## config.mk

```make
export PLATFORM = sky130hd
export DESIGN_NAME = pu_layer_scheduler
export DESIGN_NICKNAME = d
export VERILOG_FILES = /design/src/rtl/pu_sched_pkg.sv /design/src/rtl/pu_layer_scheduler_tag_pipe.sv /design/src/rtl/pu_layer_scheduler.sv
export SDC_FILE = /design/constraint.sdc
export NUM_CORES = 1
export LEC_CHECK = 0
export BUFFER_PORTS_ARGS = -buffer_cell sky130_fd_sc_hd__buf_4
export CORE_MARGIN = 10
export CORE_UTILIZATION = 50
export CTS_BUF_LIST = sky130_fd_sc_hd__clkbuf_8
export DETAILED_ROUTE_END_ITERATION = 10
export PLACE_DENSITY = 0.75
export SYNTH_ARGS = -nofsm -noshare
export SYNTH_HDL_FRONTEND = slang
export SYNTH_SLANG_ARGS = --single-unit
export TNS_END_PERCENT = 30
```

## constraint.sdc

```tcl
create_clock -name clk -period 2.5 [get_ports clk]
set_clock_uncertainty 0.2 [all_clocks]
set_input_delay 0.75 -clock clk [delete_from_list [all_inputs] [get_ports clk]]
set_output_delay 0.75 -clock clk [all_outputs]
set_load 0.02 [all_outputs]
```

## src/rtl/pu_sched_pkg.sv

```systemverilog
// Constants and state encoding shared by the layer scheduler and the PU wrapper.
package pu_sched_pkg;

  localparam int unsigned PU_LATENCY = 2;

  typedef enum logic [1:0] {
    ST_IDLE  = 2'd0,
    ST_ISSUE = 2'd1,
    ST_DRAIN = 2'd2,
    ST_DONE  = 2'd3
  } state_e;

endpackage

```

## src/rtl/pu_layer_scheduler_tag_pipe.sv

```systemverilog
// Tracks issued neuron indices through the fixed-latency PU pipeline.
module pu_tag_pipe #(
  parameter int unsigned ADDR_W = 4,
  parameter int unsigned DEPTH  = 2
) (
  input  logic              clk,
  input  logic              rst,
  input  logic              in_valid,
  input  logic [ADDR_W-1:0] in_idx,
  output logic              out_valid,
  output logic [ADDR_W-1:0] out_idx
);

  logic [DEPTH-1:0]             vld_q, vld_d;
  logic [DEPTH-1:0][ADDR_W-1:0] idx_q, idx_d;

  always_comb begin
    vld_d    = '0;
    idx_d    = '0;
    vld_d[0] = in_valid;
    idx_d[0] = in_idx;
    for (int i = 1; i < int'(DEPTH); i++) begin
      vld_d[i] = vld_q[i-1];
      idx_d[i] = idx_q[i-1];
    end
  end

  // The PU never stalls, so the pipe advances unconditionally.
  always_ff @(posedge clk or posedge rst) begin
    if (rst) begin
      vld_q <= '0;
      idx_q <= '0;
    end else begin
      vld_q <= vld_d;
      idx_q <= idx_d;
    end
  end

  assign out_valid = vld_q[DEPTH-1];
  assign out_idx   = idx_q[DEPTH-1];

endmodule

```

## src/rtl/pu_layer_scheduler.sv

```systemverilog
// Issues one neuron index per cycle to the PU for a layer pass and writes results back by index.
module pu_layer_scheduler #(
  parameter int unsigned XLEN       = 5,
  parameter int unsigned ADDR_W     = 4,
  parameter int unsigned PU_LATENCY = pu_sched_pkg::PU_LATENCY
) (
  input  logic              clk,
  input  logic              rst,
  input  logic              start,
  input  logic [ADDR_W-1:0] neuron_count,
  output logic              busy,
  output logic              done,
  output logic              op_rd,
  output logic [ADDR_W-1:0] op_addr,
  input  logic [XLEN-1:0]   pu_result,
  output logic              res_we,
  output logic [ADDR_W-1:0] res_addr,
  output logic [XLEN-1:0]   res_data
);

  import pu_sched_pkg::*;

  localparam int unsigned DCNT_W = (PU_LATENCY > 1) ? $clog2(PU_LATENCY) : 1;

  state_e              state_q, state_d;
  logic [ADDR_W-1:0]   n_q, n_d;
  logic [ADDR_W-1:0]   idx_q, idx_d;
  logic [ADDR_W-1:0]   op_addr_q, op_addr_d;
  logic [DCNT_W-1:0]   drain_q, drain_d;
  logic                busy_q, busy_d;
  logic                done_q, done_d;
  logic                op_rd_q, op_rd_d;

  // Next-state logic; outputs are decoded from the next state so they land registered.
  always_comb begin
    state_d   = state_q;
    n_d       = n_q;
    idx_d     = idx_q;
    drain_d   = drain_q;
    op_rd_d   = 1'b0;
    op_addr_d = '0;
    case (state_q)
      ST_IDLE: begin
        if (start) begin
          n_d   = neuron_count;
          idx_d = '0;
          if (neuron_count == '0) begin
            state_d = ST_DONE;
          end else begin
            state_d = ST_ISSUE;
            op_rd_d = 1'b1;
          end
        end
      end
      ST_ISSUE: begin
        // Compare in ADDR_W bits so a full 2**ADDR_W-1 pass stops before idx wraps.
        if (idx_q == n_q - ADDR_W'(1)) begin
          state_d = ST_DRAIN;
          drain_d = '0;
        end else begin
          idx_d     = idx_q + ADDR_W'(1);
          op_rd_d   = 1'b1;
          op_addr_d = idx_d;
        end
      end
      ST_DRAIN: begin
        if (drain_q == DCNT_W'(PU_LATENCY - 1)) begin
          state_d = ST_DONE;
        end else begin
          drain_d = drain_q + DCNT_W'(1);
        end
      end
      ST_DONE: state_d = ST_IDLE;
      default: state_d = ST_IDLE;
    endcase
    busy_d = (state_d != ST_IDLE);
    done_d = (state_d == ST_DONE);
  end

  always_ff @(posedge clk or posedge rst) begin
    if (rst) begin
      state_q   <= ST_IDLE;
      n_q       <= '0;
      idx_q     <= '0;
      op_addr_q <= '0;
      drain_q   <= '0;
      busy_q    <= 1'b0;
      done_q    <= 1'b0;
      op_rd_q   <= 1'b0;
    end else begin
      state_q   <= state_d;
      n_q       <= n_d;
      idx_q     <= idx_d;
      op_addr_q <= op_addr_d;
      drain_q   <= drain_d;
      busy_q    <= busy_d;
      done_q    <= done_d;
      op_rd_q   <= op_rd_d;
    end
  end

  pu_tag_pipe #(
    .ADDR_W (ADDR_W),
    .DEPTH  (PU_LATENCY)
  ) u_tag_pipe (
    .clk       (clk),
    .rst       (rst),
    .in_valid  (op_rd_q),
    .in_idx    (op_addr_q),
    .out_valid (res_we),
    .out_idx   (res_addr)
  );

  assign busy     = busy_q;
  assign done     = done_q;
  assign op_rd    = op_rd_q;
  assign op_addr  = op_addr_q;
  assign res_data = pu_result;

endmodule

```

==> run_results.csv, run 1 <==
group,metric,value,unit
clocking,cts_tree,"yes",
detailed_routing,antenna_left,0,
min_path,min_to,"u_tag_pipe.vld_q[1]",
worst_setup_path,crit_type,"flip-flop to flip-flop",
yosys,yosysWarnings,0,
yosys,syn_nets,116,
detailed_routing,via_count,751,
status,status,"finished clean",
final_layout,diodes,0,
yosys,syn_avg_cell_area,11.9,µm²
sta,hold_violations,0,
worst_setup_path,critPathTopFamily,"compound AO/OA/AOI/OAI gates",
clocking,ctsHtreeMaxLevel,1,
pwr,finalPower,1850,µW
floorplan,core,2250,µm²
sta,finalCritPeriodShare,0.796,
flow_run,maxCapViolations,0,
worst_setup_path,cp_max_fo,8,
placed_design,port_buffers,18,
final_layout,drive_gt1_frac,0.298,
yosys,synth-seq-cells,28,
yosys,yosysTopAreaCell,"dfrtp_1",
pwr,p_leak,0.000669,µW
yosys,ys_seq_area_frac,0.579,
final_layout,area_growth,13.0,%
min_path,hold_path_depth,0,
sta,timing.final.crit_period,1990,ps
pwr,pwr_density_cell,1350,nW/µm²
sta,rsz0062_at_grt,"no",
global_route,grt_max_degree,20,
worst_setup_path,reg2regPathDepth,6,
clocking,post_cts_resized,0,
worst_setup_path,crit_cells,6,
placed_design,hpwl,1550,µm
yosys,postSynthCellCount,102,
floorplan,die_w,69.2,µm
worst_setup_path,critPathLaunchType,"flip-flop",
worst_setup_path,max_stage_delay,380,ps
worst_setup_path,reg2reg_setup_slack,510,ps
worst_setup_path,timing.rr.start,"n_q[0]",
yosys,async_reset_ff_frac,1.00,
final_layout,num-nets-final,129,
yosys,synth_most_common_cell,"dfrtp_1",
global_route,grt_overflow_total,0,
clocking,path_clk_slew,90,ps
clocking,clockRootBuffer,"clkbuf_8",
placed_design,place_congestion,0.791,
sta,finalMaxSlewViolations,0,
detailed_routing,drt-initial-drc-count,33,
clocking,clock_sinks,28,
yosys,synthTopCellsByCount,"dfrtp_1, buf_4, nand2_1, nor2_1",
floorplan,rows,17,
worst_setup_path,crit_chain,"inv_1 > ha_1 > xor2_1 > nand3_2 > o21ai_2 > o21ai_0",
worst_setup_path,arrival,1920,ps
sta,setup_violations,0,
clocking,clk_path_buf_depth,2,
sta,worst_slew_pin_slew,547,ps
sta,slew_headroom,0.632,
final_layout,fill_cells,198,
worst_setup_path,reg2reg_to,"op_rd",
yosys,synth_top_cells_by_area,"dfrtp_1, buf_4, o31a_2",
global_route,grt_pass1_wl,3550,µm
yosys,synth_top_area_frac,0.579,
floorplan,die_area,4790,µm²
worst_setup_path,cp_slowest_cell,"dfrtp_1",
worst_setup_path,path_buf_inv,1,
yosys,ys.flop_type,"dfrtp_1",
detailed_routing,via_per_inst,5.29,
final_layout,multi_input_area,415,µm²
floorplan,start_util,0.537,
floorplan,io_pins,29,
final_layout,register_area,701,µm²
yosys,synth_edf_count,0,
global_route,antenna_found_initial,0,
clocking,postCtsSetupRepairBufs,0,
detailed_routing,first_pass_iters,5,
detailed_routing,wl_per_cell,14.4,µm
clocking,cts_inserted_buffers,3,
sta,fmax,502,MHz
floorplan,die_y,69.2,µm
clocking,clk_latency,280,ps
worst_setup_path,cp.required,2430,ps
min_path,min_from,"u_tag_pipe.vld_q[0]",
detailed_routing,routed_wl,2050,µm
pwr,ir_drop,0.729,mV
min_path,hold_path.class,"flip-flop to flip-flop",
sta,fin_setup_tns,0,ps
global_route,grt_pass1_vias,795,
clocking,cts_hold_buf,0,
detailed_routing,route.detailed.drc,0,
global_route,track_usage,0.0887,
worst_setup_path,end_kind,"flip-flop",
yosys,ys_types,28,
yosys,synth_area,1210,µm²
metrics by stage:
step | instances | utilization | cell area (µm²) | hold WS [ps] | worst slack, ps
floorplan | 102 | - | 1210 | 131 | 666
global placement | 138 | 0.582 | 1310 | 134 | 538
detailed placement | 138 | 0.582 | 1310 | 136 | 509
CTS | 142 | 0.607 | 1370 | 157 | 500
global route | 142 | 0.607 | 1370 | 163 | 354
finish | 142 | 0.607 | 1370 | 147 | 509
cell type report:
type	count	share of cell area
sequential	28	0.512
multi-input combinational	58	0.304
timing repair buffer	19	0.104
clock buffer	4	0.0403
tap	28	0.0256
inverter	5	0.0137
cells in the final DEF (no fill, tap or decap):
cell type | Yosys | final
dfrtp_1 | 28 | 28
buf_4 | 9 | 19
nand2_1 | 8 | 8
nor2_1 | 8 | 8
inv_1 | 5 | 5
o21ai_0 | 5 | 5
a21oi_1 | 5 | 5
clkbuf_8 | 0 | 4
xor2_1 | 3 | 3
o31a_2 | 3 | 3
nor2b_1 | 2 | 2
xnor2_1 | 2 | 2
nor3_1 | 2 | 2
mux2i_1 | 2 | 2
o31ai_1 | 2 | 2
a22oi_1 | 2 | 2
mux2_2 | 2 | 2
ha_1 | 2 | 2
xnor2_2 | 1 | 1
xnor3_1 | 1 | 1
nand3_2 | 1 | 1
o21ai_2 | 1 | 1
o21bai_2 | 1 | 1
o21bai_1 | 1 | 1
nor4_1 | 1 | 1
nand3_1 | 1 | 1
and2_2 | 1 | 1
o41ai_2 | 1 | 1
worst max path at each step:
stage | slack [ps] | endpoint | startpoint
5_1_grt | 350 | op_rd | n_q[0]
3_5_place_dp | 510 | n_q[3] | start
2_1_floorplan | 670 | res_data[0] | pu_result[0]
3_3_place_gp | 540 | n_q[3] | start
4_1_cts | 500 | op_rd | n_q[0]
6_report | 510 | op_rd | n_q[0]
power by group:
group	leakage (µW)	switching, µW	internal (µW)
clock	0.0000288	136	141
sequential	0.000359	152	624
combinational	0.000282	431	364
total	0.000669	719	1130
cells by family (layout without fill, tap and decap cells):
family                   after synthesis  in the layout  share of synthesized area
multiplexers                           4              4                     0.0352
XOR/XNOR                               7              7                     0.0683
AND/OR/NAND/NOR                       24             24                     0.0920
flip-flops                            28             28                      0.579
buffers and inverters                 16             28                     0.0776
AO/OA/AOI/OAI                         21             21                      0.127
adder cells (fa/ha/maj)                2              2                     0.0207
registers in the layout, summed over array words and instances, names as in the netlist:
signal,flops
drain_q,1
op_addr,4
op_rd,1
u_tag_pipe.out_idx,4
done,1
u_tag_pipe.idx_d,4
u_tag_pipe.vld_q,2
state_q,2
n_q,4
busy,1
idx_q,4
layer usage:
layer / GRT usage / up-vias / wire length (µm)
met5: 0 / - / 0
met4: 0.0576 / 0 / 55
met3: 0.0271 / 7 / 103
met2: 0.141 / 22 / 949
met1: 0.0997 / 361 / 940
li1: - / 361 / -
(Power assumes the default switching activity.)
==> run 2: changes to the inputs <==
--- a/config.mk
+++ b/config.mk
@@ -7,10 +7,10 @@
 export LEC_CHECK = 0
 export BUFFER_PORTS_ARGS = -buffer_cell sky130_fd_sc_hd__buf_4
 export CORE_MARGIN = 10
-export CORE_UTILIZATION = 50
+export CORE_UTILIZATION = 49
 export CTS_BUF_LIST = sky130_fd_sc_hd__clkbuf_8
 export DETAILED_ROUTE_END_ITERATION = 10
-export PLACE_DENSITY = 0.75
+export PLACE_DENSITY = 0.77
 export SYNTH_ARGS = -nofsm -noshare
 export SYNTH_HDL_FRONTEND = slang
 export SYNTH_SLANG_ARGS = --single-unit
==> constraint.sdc (replaced) <==
create_clock -name clk -period 1.6 [get_ports clk]
set_clock_uncertainty 0.2 [all_clocks]
set_input_delay 0.48 -clock clk [delete_from_list [all_inputs] [get_ports clk]]
set_output_delay 0.48 -clock clk [all_outputs]
set_load 0.02 [all_outputs]
==> run_results.csv, run 2 (synthesis results as in run 1) <==
group,metric,value,unit
worst_setup_path,cp.required,1600,ps
worst_setup_path,cp-startpoint,"n_q[0]",
clocking,clock_sinks,28,
clocking,cts_hold_buf,0,
floorplan,die_area,4860,µm²
detailed_routing,antenna_left,0,
clocking,path_clk_slew,90,ps
global_route,grt_max_degree,17,
final_layout,area_growth,26.7,%
clocking,clk_path_buf_depth,2,
status,status,"finished, violations left",
worst_setup_path,max_stage_delay,390,ps
worst_setup_path,timing.rr.start,"n_q[0]",
sta,fmax,560,MHz
global_route,grt_pass1_wl,3650,µm
sta,timing.final.crit_period,1780,ps
clocking,clockRootBuffer,"clkbuf_8",
sta,rsz0062_at_grt,"yes",
detailed_routing,via_per_inst,5.14,
placed_design,pre_cts_ws,-218,ps
worst_setup_path,arrival,1780,ps
placed_design,hpwl,1650,µm
final_layout,layout_common_cells,"buf_4, dfrtp_1, nand2_1, nor2_1",
sta,finalMaxSlewViolations,0,
detailed_routing,routed_wl,2130,µm
final_layout,stdcell_area,1530,µm²
global_route,grt_pass1_vias,818,
final_layout,num-nets-final,141,
worst_setup_path,path_buf_inv,1,
pwr,finalPower,3420,µW
global_route,antenna_found_initial,0,
placed_design,place_congestion,0.786,
final_layout,fill_cells,169,
detailed_routing,route.detailed.drc,0,
sta,layout_setup_ws,-185,ps
floorplan,io_pins,29,
clocking,cts_inserted_buffers,3,
floorplan,die_y,69.7,µm
placed_design,port_buffers,18,
worst_setup_path,crit_type,"flip-flop to flip-flop",
detailed_routing,via_count,791,
sta,worst_slew_pin_slew,395,ps
placed_design,placed_cell_area,1430,µm²
sta,setup_violations,12,
worst_setup_path,critPathLaunchType,"flip-flop",
floorplan,core,2280,µm²
sta,finalCritPeriodShare,1.12,
sta,slew_headroom,0.735,
worst_setup_path,end_kind,"flip-flop",
pwr,p_leak,0.000743,µW
status,violations,"negative setup slack",
detailed_routing,drt-initial-drc-count,36,
min_path,hold_path.class,"input port to async pin",
clocking,clk_latency,270,ps
floorplan,start_util,0.532,
clocking,cts_tree,"yes",
worst_setup_path,crit_chain,"inv_2 > ha_4 > xor2_4 > nand3_4 > o21ai_4 > mux2i_1",
worst_setup_path,cp_slowest_cell,"dfrtp_1",
global_route,track_usage,0.0903,
worst_setup_path,critPathTopFamily,"flip-flops",
global_route,grt_overflow_total,0,
final_layout,layout.cells.most_common,"buf_4",
pwr,pwr_density_cell,2230,nW/µm²
detailed_routing,wl_per_cell,13.8,µm
sta,hold_violations,0,
floorplan,die_w,69.7,µm
final_layout,post-route-util,0.673,
sta,fin_setup_tns,-1370,ps
final_layout,diodes,0,
detailed_routing,first_pass_iters,2,
flow_run,maxCapViolations,0,
pwr,ir_drop,1.42,mV
clocking,ctsHtreeMaxLevel,1,
final_layout,drive_gt1_frac,0.413,
worst_setup_path,cp_max_fo,7,
floorplan,rows,17,
## run 2: path summary, 6_finish.rpt
kind | endpoint | slack [ps] | cells past startpoint
worst max-delay path | idx_q[0] | -180 | 6
worst min register to register | u_tag_pipe.out_idx[2] | 160 | 0
worst min-delay path | u_tag_pipe.vld_q[1] | 8 | 3
worst max register to register | idx_q[0] | -180 | 6
min in group clk | u_tag_pipe.out_idx[2] | 160 | 0
max in group asynchronous | idx_q[0] | 1010 | 3
## run 2: cell type report
| type | count | area [µm²] | share of cell area |
|---|---|---|---|
| inverters | 5 | 18.8 | 0.0122 |
| clock buffers | 3 | 41.3 | 0.0269 |
| multi-input cells | 58 | 470 | 0.307 |
| repair buffers | 31 | 236 | 0.154 |
| flip-flops and latches | 28 | 701 | 0.457 |
| well taps | 28 | 35.0 | 0.0229 |
| clock inverters | 1 | 30.0 | 0.0196 |
## run 2: worst reg2reg max path, delay by kind of cell, from the launching register on
kind	cells	cell delay [ps]
AO/OA/AOI/OAI	1	250
adder cells (fa/ha/maj)	1	290
flip-flops	1	390
XOR/XNOR	1	160
buffers and inverters	1	60
multiplexers	1	230
AND/OR/NAND/NOR	1	130
## run 2: stage by stage
step / hold WS [ps] / cells
5_1_grt: 12.7 / 154
3_5_place_dp: 140 / 149
4_1_cts: 4.26 / 154
2_1_floorplan: 131 / 102
6_report: 7.55 / 154
3_3_place_gp: 133 / 149
## run 2: what timing repair did
item | in CTS | in global routing
pin swaps | 3 | 0
endpoints found under the setup margin | 12 | 12
resized for setup | 1 | 6
setup buffers | 1 | 0
endpoints found under the hold margin | 0 | 0
## run 2: report_power, final
part           total (µW)  internal, µW  leakage, µW  switching [µW]
Combinational        1730           818     0.000349             909
Clock                 547           335    0.0000357             212
Sequential           1140           975     0.000359             168
## run 2: layer usage
metal / share of wire / wire length, µm / track usage / up-vias
met5: 0 / 0 / 0 / -
met2: 0.45 / 963 / 0.139 / 23
met3: 0.077 / 163 / 0.0456 / 4
li1: - / - / - / 384
met4: 0.010 / 22 / 0.0391 / 0
met1: 0.46 / 976 / 0.103 / 380
==> run 3: changes to the inputs <==
--- a/config.mk
+++ b/config.mk
@@ -11,6 +11,7 @@
 export CTS_BUF_LIST = sky130_fd_sc_hd__clkbuf_8
 export DETAILED_ROUTE_END_ITERATION = 10
 export PLACE_DENSITY = 0.77
+export SETUP_SLACK_MARGIN = 0.15
 export SYNTH_ARGS = -nofsm -noshare
 export SYNTH_HDL_FRONTEND = slang
 export SYNTH_SLANG_ARGS = --single-unit
==> constraint.sdc (replaced) <==
create_clock -name clk -period 1.6 [get_ports clk]
set_clock_uncertainty 0.2 [all_clocks]
set_input_delay 0.08 -clock clk [delete_from_list [all_inputs] [get_ports clk]]
set_output_delay 0.08 -clock clk [all_outputs]
set_load 0.02 [all_outputs]
==> run_results.csv, run 3 (synthesis results as in run 1) <==
group,metric,value,unit
sta,fmax,558,MHz
worst_setup_path,end_kind,"flip-flop",
worst_setup_path,cp.required,1600,ps
worst_setup_path,max_stage_delay,390,ps
floorplan,rows,17,
floorplan,die_area,4860,µm²
final_layout,register_area,702,µm²
placed_design,placed_cell_area,1420,µm²
final_layout,post-route-util,0.716,
clocking,cts_inserted_buffers,3,
worst_setup_path,critPathTopFamily,"flip-flops",
final_layout,multi_input_area,459,µm²
worst_setup_path,crit_type,"flip-flop to flip-flop",
placed_design,hpwl,1660,µm
sta,fin_setup_tns,-1310,ps
worst_setup_path,critPathLaunchType,"flip-flop",
global_route,grt_pass1_vias,909,
final_layout,num-nets-final,152,
sta,worst_slew_pin_slew,398,ps
detailed_routing,antenna_left,0,
final_layout,layout.cells.most_common,"buf_4",
sta,finalCritPeriodShare,1.12,
global_route,grt_pass1_wl,4010,µm
worst_setup_path,crit_chain,"inv_2 > ha_4 > xor2_2 > nand3_4 > o21ai_4 > mux2i_1",
floorplan,die_y,69.7,µm
floorplan,die_w,69.7,µm
clocking,ctsHtreeMaxLevel,1,
sta,timing.final.crit_period,1790,ps
floorplan,core,2280,µm²
global_route,track_usage,0.0990,
final_layout,area_growth,34.6,%
clocking,clock_sinks,28,
detailed_routing,drt-initial-drc-count,41,
clocking,clk_path_buf_depth,2,
sta,layout_setup_ws,-192,ps
sta,slew_headroom,0.733,
clocking,clockRootBuffer,"clkbuf_8",
detailed_routing,route.detailed.drc,0,
final_layout,fill_cells,155,
final_layout,drive_gt1_frac,0.380,
detailed_routing,wl_per_cell,14.4,µm
pwr,p_leak,0.000787,µW
worst_setup_path,path_buf_inv,1,
sta,finalMaxSlewViolations,0,
final_layout,layout_common_cells,"buf_4, dfrtp_1, dlygate4sd3_1, nand2_1, nor2_1",
floorplan,io_pins,29,
worst_setup_path,arrival,1790,ps
flow_run,maxCapViolations,0,
floorplan,start_util,0.532,
clocking,clk_latency,280,ps
clocking,path_clk_slew,100,ps
detailed_routing,via_count,834,
worst_setup_path,cp_slowest_cell,"dfrtp_1",
global_route,grt_overflow_total,0,
sta,setup_violations,12,
pwr,ir_drop,1.28,mV
final_layout,stdcell_area,1630,µm²
detailed_routing,first_pass_iters,4,
final_layout,fin_cells,165,
worst_setup_path,cp_max_fo,8,
placed_design,place_congestion,0.804,
pwr,pwr_density_cell,2080,nW/µm²
detailed_routing,via_per_inst,5.05,
final_layout,diodes,0,
min_path,hold_path.class,"input port to flip-flop",
status,status,"finished, violations left",
global_route,grt_max_degree,17,
global_route,antenna_found_initial,0,
placed_design,dpl.cell_count,148,
sta,rsz0062_at_grt,"yes",
clocking,cts_tree,"yes",
placed_design,port_buffers,18,
status,violations,"negative setup slack",
detailed_routing,routed_wl,2380,µm
sta,hold_violations,0,
## run 3: changes by cell type in the layout (fill, tap and decap cells not counted), sizes merged
| cell | change |
|---|---|
| dlygate4sd3 | +11 |
## run 3: final timing paths
path                       cells after the start                    end  slack (ps)           startpoint
max                                            6               idx_q[1]        -190               n_q[0]
min                                            4                   done          90                start
max reg2reg                                    6               idx_q[1]        -190               n_q[0]
min reg2reg                                    0    u_tag_pipe.vld_q[1]         160  u_tag_pipe.vld_q[0]
max in group asynchronous                      4  u_tag_pipe.out_idx[0]         860                  rst
min in group asynchronous                      4    u_tag_pipe.vld_q[1]         160                  rst
## run 3: repair_timing
item | in CTS | in global routing
hold buffers | 11 | 0
endpoints found under the hold margin | 39 | 0
buffers inserted | 1 | 1
setup endpoints to repair | 16 | 16
gates resized for setup | 1 | 2
pin swaps | 3 | 2
## run 3: per-layer routing
| metal | up-vias | routed length (µm) | GRT usage |
|---|---|---|---|
| met5 | - | 0 | 0 |
| met4 | 0 | 19 | 0.0326 |
| met3 | 2 | 188 | 0.0485 |
| met2 | 30 | 1090 | 0.160 |
| met1 | 399 | 1080 | 0.111 |
| li1 | 403 | - | - |
## run 3: power by group
group | switching (µW) | internal (µW)
Clock | 216 | 335
Combinational | 898 | 795
Sequential | 172 | 978
Total | 1290 | 2110
## run 3: through the flow
step	worst slack, ps	hold WS (ps)	power [µW]
2_1_floorplan	-82.9	-54.6	2320
3_3_place_gp	-119	-89.5	2710
3_5_place_dp	-228	-86.4	2780
4_1_cts	-207	80.1	3390
5_1_grt	-278	85.7	3640
6_report	-192	92.6	3390
## run 3: cell type report
| class | count | share of cell area |
|---|---|---|
| timing repair buffer | 42 | 0.210 |
| sequential | 28 | 0.431 |
| clock buffer | 3 | 0.0253 |
| clock inverter | 1 | 0.0184 |
| multi-input combinational | 58 | 0.282 |
| tap | 28 | 0.0215 |
| inverter | 5 | 0.0115 |
## run 3: worst min-delay path: stages
cell and delay [ps]:
buf_4 110, nor2b_1 140, a22oi_1 140, nor2_1 50
